--- config.mk ---
export PLATFORM = sky130hd
export DESIGN_NAME = mem_burst_writer
export DESIGN_NICKNAME = d
export VERILOG_FILES = /design/src/rtl/mem_wr_pkg.sv /design/src/rtl/mem_burst_writer_addr_gen.sv /design/src/rtl/mem_burst_writer.sv
export SDC_FILE = /design/constraint.sdc
export NUM_CORES = 1
export LEC_CHECK = 0
export BUFFER_PORTS_ARGS = -buffer_cell sky130_fd_sc_hd__buf_4
export CORE_MARGIN = 4
export CORE_UTILIZATION = 30
export DETAILED_ROUTE_END_ITERATION = 12
export GPL_ROUTABILITY_DRIVEN = 1
export GPL_TIMING_DRIVEN = 0
export HOLD_SLACK_MARGIN = 0.03
export REMOVE_ABC_BUFFERS = 1
export SKIP_LAST_GASP = 1
export SLEW_MARGIN = 20
export SYNTH_ARGS = -nofsm -noshare
export SYNTH_HDL_FRONTEND = slang
export SYNTH_HIERARCHICAL = 1
export SYNTH_SLANG_ARGS = --single-unit
--- constraint.sdc ---
create_clock -name clk_wr -period 2.51 [get_ports clk_wr]
set_clock_uncertainty 0.05 [all_clocks]
set_input_delay 0.1255 -clock clk_wr [delete_from_list [all_inputs] [get_ports clk_wr]]
set_output_delay 0.1255 -clock clk_wr [all_outputs]
set_load 0.02 [all_outputs]
--- src/rtl/mem_wr_pkg.sv ---
// Shared constants and types for the write-side burst sequencer of the
// dual-clock 64x8 byte memory.
package mem_wr_pkg;

   localparam int unsigned MEM_WR_DW = 8;
   localparam int unsigned MEM_WR_AW = 6;

   typedef enum logic [1:0] {
      ST_IDLE  = 2'd0,
      ST_BURST = 2'd1,
      ST_DONE  = 2'd2
   } wr_state_e;

   // Burst length, 0..DEPTH inclusive, hence one bit wider than an address.
   typedef logic [MEM_WR_AW:0] wr_len_t;

endpackage

--- src/rtl/mem_burst_writer_addr_gen.sv ---
// burst_addr_gen: loadable wrapping write pointer plus the remaining-bytes
// and bytes-written counters of the current burst.
module burst_addr_gen
   import mem_wr_pkg::*;
#(
   parameter int unsigned AW = MEM_WR_AW
)(
   input  logic          clk_wr,
   input  logic          rst,
   input  logic          i_load,
   input  logic [AW-1:0] i_addr,
   input  logic [AW:0]   i_len,
   input  logic          i_step,
   output logic [AW-1:0] o_ptr,
   output logic [AW:0]   o_count,
   output logic          o_last
);

   localparam logic [AW-1:0] PTR_ONE = AW'(1'b1);
   localparam logic [AW:0]   LEN_ONE = (AW+1)'(1'b1);

   logic [AW-1:0] r_ptr;
   logic [AW:0]   r_rem;
   logic [AW:0]   r_count;

   // Load on command accept, advance once per accepted byte; the pointer wraps naturally at DEPTH.
   always_ff @(posedge clk_wr) begin
      if (rst) begin
         r_ptr   <= '0;
         r_rem   <= '0;
         r_count <= '0;
      end else if (i_load) begin
         r_ptr   <= i_addr;
         r_rem   <= i_len;
         r_count <= '0;
      end else if (i_step) begin
         r_ptr   <= r_ptr + PTR_ONE;
         r_rem   <= r_rem - LEN_ONE;
         r_count <= r_count + LEN_ONE;
      end else begin
         r_ptr   <= r_ptr;
         r_rem   <= r_rem;
         r_count <= r_count;
      end
   end

   assign o_ptr   = r_ptr;
   assign o_count = r_count;
   assign o_last  = (r_rem == LEN_ONE);

endmodule

--- src/rtl/mem_burst_writer.sv ---
// mem_burst_writer: accepts a (start address, length) burst command, then
// streams bytes into the memory write port, one registered write per
// accepted byte, with address wrap-around. Write-select is low whenever idle.
// Optional feature macro: MEM_WR_CHECKSUM_EN adds the csum output, the
// running XOR of the bytes accepted in the current burst.
module mem_burst_writer
   import mem_wr_pkg::*;
#(
   parameter int unsigned DW = MEM_WR_DW,
   parameter int unsigned AW = MEM_WR_AW
)(
   input  logic          clk_wr,
   input  logic          rst,
   input  logic          cmd_valid,
   output logic          cmd_ready,
   input  logic [AW-1:0] cmd_addr,
   input  logic [AW:0]   cmd_len,
   input  logic          in_valid,
   output logic          in_ready,
   input  logic [DW-1:0] in_data,
   output logic          mem_wr_rd,
   output logic [AW-1:0] mem_addr,
   output logic [DW-1:0] mem_data,
   output logic          busy,
   output logic          done,
   output logic [AW:0]   wr_count
`ifdef MEM_WR_CHECKSUM_EN
   ,
   output logic [DW-1:0] csum
`endif
);

   wr_state_e     r_state;
   wr_state_e     w_next_state;

   logic          w_cmd_ready;
   logic          w_in_ready;
   logic          w_busy;
   logic          w_done;
   logic          w_cmd_accept;
   logic          w_byte_accept;
   logic          w_last;
   logic [AW-1:0] w_ptr;
   logic [AW:0]   w_count;

   logic          r_mem_wr_rd;
   logic [AW-1:0] r_mem_addr;
   logic [DW-1:0] r_mem_data;

   assign w_cmd_accept  = cmd_valid & w_cmd_ready;
   assign w_byte_accept = in_valid & w_in_ready;

   burst_addr_gen #(
      .AW (AW)
   ) u_addr_gen (
      .clk_wr  (clk_wr),
      .rst     (rst),
      .i_load  (w_cmd_accept),
      .i_addr  (cmd_addr),
      .i_len   (cmd_len),
      .i_step  (w_byte_accept),
      .o_ptr   (w_ptr),
      .o_count (w_count),
      .o_last  (w_last)
   );

   // State register.
   always_ff @(posedge clk_wr) begin
      if (rst) begin
         r_state <= ST_IDLE;
      end else begin
         r_state <= w_next_state;
      end
   end

   // Next-state logic: zero-length commands skip straight to DONE.
   always_comb begin
      w_next_state = r_state;
      case (r_state)
         ST_IDLE: begin
            if (w_cmd_accept) begin
               if (cmd_len == {(AW+1){1'b0}}) begin
                  w_next_state = ST_DONE;
               end else begin
                  w_next_state = ST_BURST;
               end
            end else begin
               w_next_state = ST_IDLE;
            end
         end
         ST_BURST: begin
            if (w_byte_accept && w_last) begin
               w_next_state = ST_DONE;
            end else begin
               w_next_state = ST_BURST;
            end
         end
         ST_DONE: begin
            w_next_state = ST_IDLE;
         end
         default: begin
            w_next_state = ST_IDLE;
         end
      endcase
   end

   // State-decoded handshake and status outputs, all held low while reset is asserted.
   always_comb begin
      w_cmd_ready = 1'b0;
      w_in_ready  = 1'b0;
      w_busy      = 1'b0;
      w_done      = 1'b0;
      if (!rst) begin
         case (r_state)
            ST_IDLE: begin
               w_cmd_ready = 1'b1;
            end
            ST_BURST: begin
               w_in_ready = 1'b1;
               w_busy     = 1'b1;
            end
            ST_DONE: begin
               w_busy = 1'b1;
               w_done = 1'b1;
            end
            default: begin
               w_cmd_ready = 1'b0;
               w_in_ready  = 1'b0;
               w_busy      = 1'b0;
               w_done      = 1'b0;
            end
         endcase
      end else begin
         w_cmd_ready = 1'b0;
         w_in_ready  = 1'b0;
         w_busy      = 1'b0;
         w_done      = 1'b0;
      end
   end

   // Registered write port: one-cycle strobe per accepted byte; address/data hold through gaps.
   always_ff @(posedge clk_wr) begin
      if (rst) begin
         r_mem_wr_rd <= 1'b0;
         r_mem_addr  <= '0;
         r_mem_data  <= '0;
      end else if (w_byte_accept) begin
         r_mem_wr_rd <= 1'b1;
         r_mem_addr  <= w_ptr;
         r_mem_data  <= in_data;
      end else begin
         r_mem_wr_rd <= 1'b0;
         r_mem_addr  <= r_mem_addr;
         r_mem_data  <= r_mem_data;
      end
   end

   assign cmd_ready = w_cmd_ready;
   assign in_ready  = w_in_ready;
   assign busy      = w_busy;
   assign done      = w_done;
   assign mem_wr_rd = r_mem_wr_rd;
   assign mem_addr  = r_mem_addr;
   assign mem_data  = r_mem_data;
   assign wr_count  = w_count;

`ifdef MEM_WR_CHECKSUM_EN
   logic [DW-1:0] r_csum;

   function automatic logic [DW-1:0] csum_step(input logic [DW-1:0] acc,
                                               input logic [DW-1:0] b);
      return acc ^ b;
   endfunction

   // Running XOR of accepted bytes; cleared on each new command so it stays valid until the next one.
   always_ff @(posedge clk_wr) begin
      if (rst) begin
         r_csum <= '0;
      end else if (w_cmd_accept) begin
         r_csum <= '0;
      end else if (w_byte_accept) begin
         r_csum <= csum_step(r_csum, in_data);
      end else begin
         r_csum <= r_csum;
      end
   end

   assign csum = r_csum;
`endif

endmodule

==> run summary <==
outcome - completed
Final min period - 2.24 ns
Main synth FF type - dfxtp_1
most common cell in the netlist - dfxtp_1
final hold vios - 0
Post-CTS Setup Repair Bufs - 0
drt pass-1 iters - 4
Slew HR - 52.8%
register bit total from synthesis - 37
CP Data Arrival Time - 2.40 ns
initial DRC count - 26
H-tree levels - 2
routed vias/inst - 4.66
first-pass GRT wire length - 6840 um
MaxCap Viol Count - 0
CTS Buf Count - 5
register area share after synthesis - 42.4%
Inst Count DP - 308
Ys Warns - 6
worst-margin pin slew - 0.705 ns
leading post-synthesis cells by cell area - dfxtp_1, nand2_1, nand3b_1, ha_1, xor2_1
I/O Buffers - 50
effective utilization at floorplan - 31.4%
DP Area - 2150 um^2
Cells after Synth - 198
Post-Route WL - 3840 um
slowest cell on the critical path - or4_2
syn_area_per_cell - 8.83 um^2
CTS root buf - clkbuf_8
initial antenna violation count - 0
# IOs - 51
post-route ant nets - 0
RSZ-0062 raised after global routing - false
startpoint types - register
VDD IR-drop max - 0.294 mV
share of cells above drive strength 1 - 27.5%
hold_buf cts - 8
total number of vias - 1506
Layout Utilization - 41.8%
Sink Count - 37
Crit path largest cell delay - 0.55 ns
final period utilization - 89.4%
R2R Path End - u_addr_gen/r_rem[4]
Max Buffers Root-to-Sink - 2
Slew Viols, Final - 0
n_diodes - 0
largest net degree at the start of global routing - 34
Lkg Pwr - 1.02 nW
Worst Reg-to-Reg Cells - 7
clock slew at reported path FFs - 0.07 ns
hold slack - 0.0516 ns
Synth cell types - 40
worst setup path startpoint - r_state[1]
critical path, cell by cell - inv_1 > ha_1 > nand3b_4 > inv_2 > nand2_1 > or4_2 > a311oi_1
NumNets Final - 283
fmax - 0.446 GHz
crit-path max FO - 18
CTS tree - built
Non-Filler Instances - 323
Final GP Congestion - 0.704
Worst Setup End Kind - register
Pwr per Cell Area - 576 nW/um^2
Tot GR Track Use - 11.6%
post-detail-place hpwl - 2640 um
Mapped Area - 1750 um^2
Worst Path Required - 2.66 ns
Critical Path Sink - u_addr_gen/r_rem[4]
post-CTS sizing - 0
drt wl/cell - 11.9 um
Worst R2R Setup Slack - 0.27 ns
die area - 7110 um^2
type of the worst setup path - reg2reg
final setup vio count - 0
num rows - 27
Post-synth EDFFs - 0
Fillers - 569
height of the chip - 84.3 um
register area - 741 um^2
reg-to-reg startpoint - r_state[1]
Post-synth top cells - dfxtp_1, nand2_1, nand3_1, nor2_1, nand3b_1
Die Wd - 84.3 um
largest area contributor in the netlist - dfxtp_1
global route overflow - 0
Hold Crit Class - in2reg
Multi-input gate area - 913 um^2
Async SR Flop Fraction - 0%
Layout area overhead - 33.3%
Skew-Pair Late Insertion Delay - 0.29 ns
post-route cell area - 2330 um^2
Synth top area share - 42.4%
hold path depth - 3
Core Box Area - 5570 um^2
DRC Markers - 0
vias in the first global route - 1500
post-route setup TNS - 0 ns
-- metal layers --
layer / vias to the layer above / routed length [um] / global-route usage [%]
met5: - / 0 / 0
met4: 0 / 28 / 3.45
met3: 3 / 299 / 3.73
met2: 41 / 1710 / 19.2
met1: 669 / 1810 / 14.4
li1: 793 / - / -
-- cell type report --
type,instances,share of cell area [%]
inverter,7,1.13
multi-input combinational,142,39.2
sequential,37,31.8
clock inverter,2,1.50
tap,72,3.87
timing repair buffer,58,19.5
clock buffer,5,2.95
-- worst min-delay path by stage --
stage                startpoint             endpoint
global placement     in_data[5]          mem_data[5]
global route         cmd_len[0]  u_addr_gen/r_rem[0]
detailed placement   in_data[5]          mem_data[5]
floorplan                   rst  u_addr_gen/o_ptr[0]
finish              cmd_addr[1]  u_addr_gen/o_ptr[1]
CTS                 cmd_addr[1]  u_addr_gen/o_ptr[1]
-- power by group --
group,internal [W],leakage (nW),switching (W),total (W)
logic,0.000103,0.667,0.000104,0.000208
registers,0.000619,0.301,0.0000264,0.000645
clock network,0.000289,0.0540,0.000201,0.000490
-- registers in the layout, indices dropped and copies added, names as in the netlist --
signal              count
mem_data                8
u_addr_gen/o_count      7
u_addr_gen/r_rem        7
mem_addr                6
u_addr_gen/o_ptr        6
r_state                 2
mem_wr_rd               1
-- cell families after synthesis --
kind of cell | Yosys count | share of synthesized area [%]
DFF | 37 | 42.4
buffers and inverters | 19 | 5.51
AOI/OAI and AO/OA | 23 | 8.95
adders and majority gates | 7 | 5.01
xor gates and xnor gates | 11 | 5.51
muxes | 2 | 1.22
and+or+nand+nor | 99 | 31.4
-- critical path: cells and delay by family, from the launching register on --
kind	cells	cell delay, ns
AO/OA/AOI/OAI	1	0.26
adder cells (fa/ha/maj)	1	0.21
buffers and inverters	2	0.39
flip-flops	1	0.32
AND/OR/NAND/NOR	3	0.93
-- layout by cell type, fill, tap and decap left out, types with 6 or more instances in the layout --
cell type,Yosys,final
a21oi_1,6,6
buf_4,1,50
dfxtp_1,37,37
dlygate4sd3_1,0,8
ha_1,7,7
inv_1,6,6
nand2_1,30,30
nand3_1,15,15
nand3b_1,14,14
nor2_1,15,15
xor2_1,9,9
-- metrics by stage --
| stage | total power, W | worst slack [ns] |
|---|---|---|
| after floorplan | 0.000768 | 0.484 |
| after global placement | 0.000857 | 0.261 |
| after detailed placement | 0.000858 | 0.254 |
| after CTS | 0.00136 | 0.256 |
| after global routing | 0.00141 | 0.0534 |
| final | 0.00134 | 0.266 |
(Power assumes the default switching activity.)
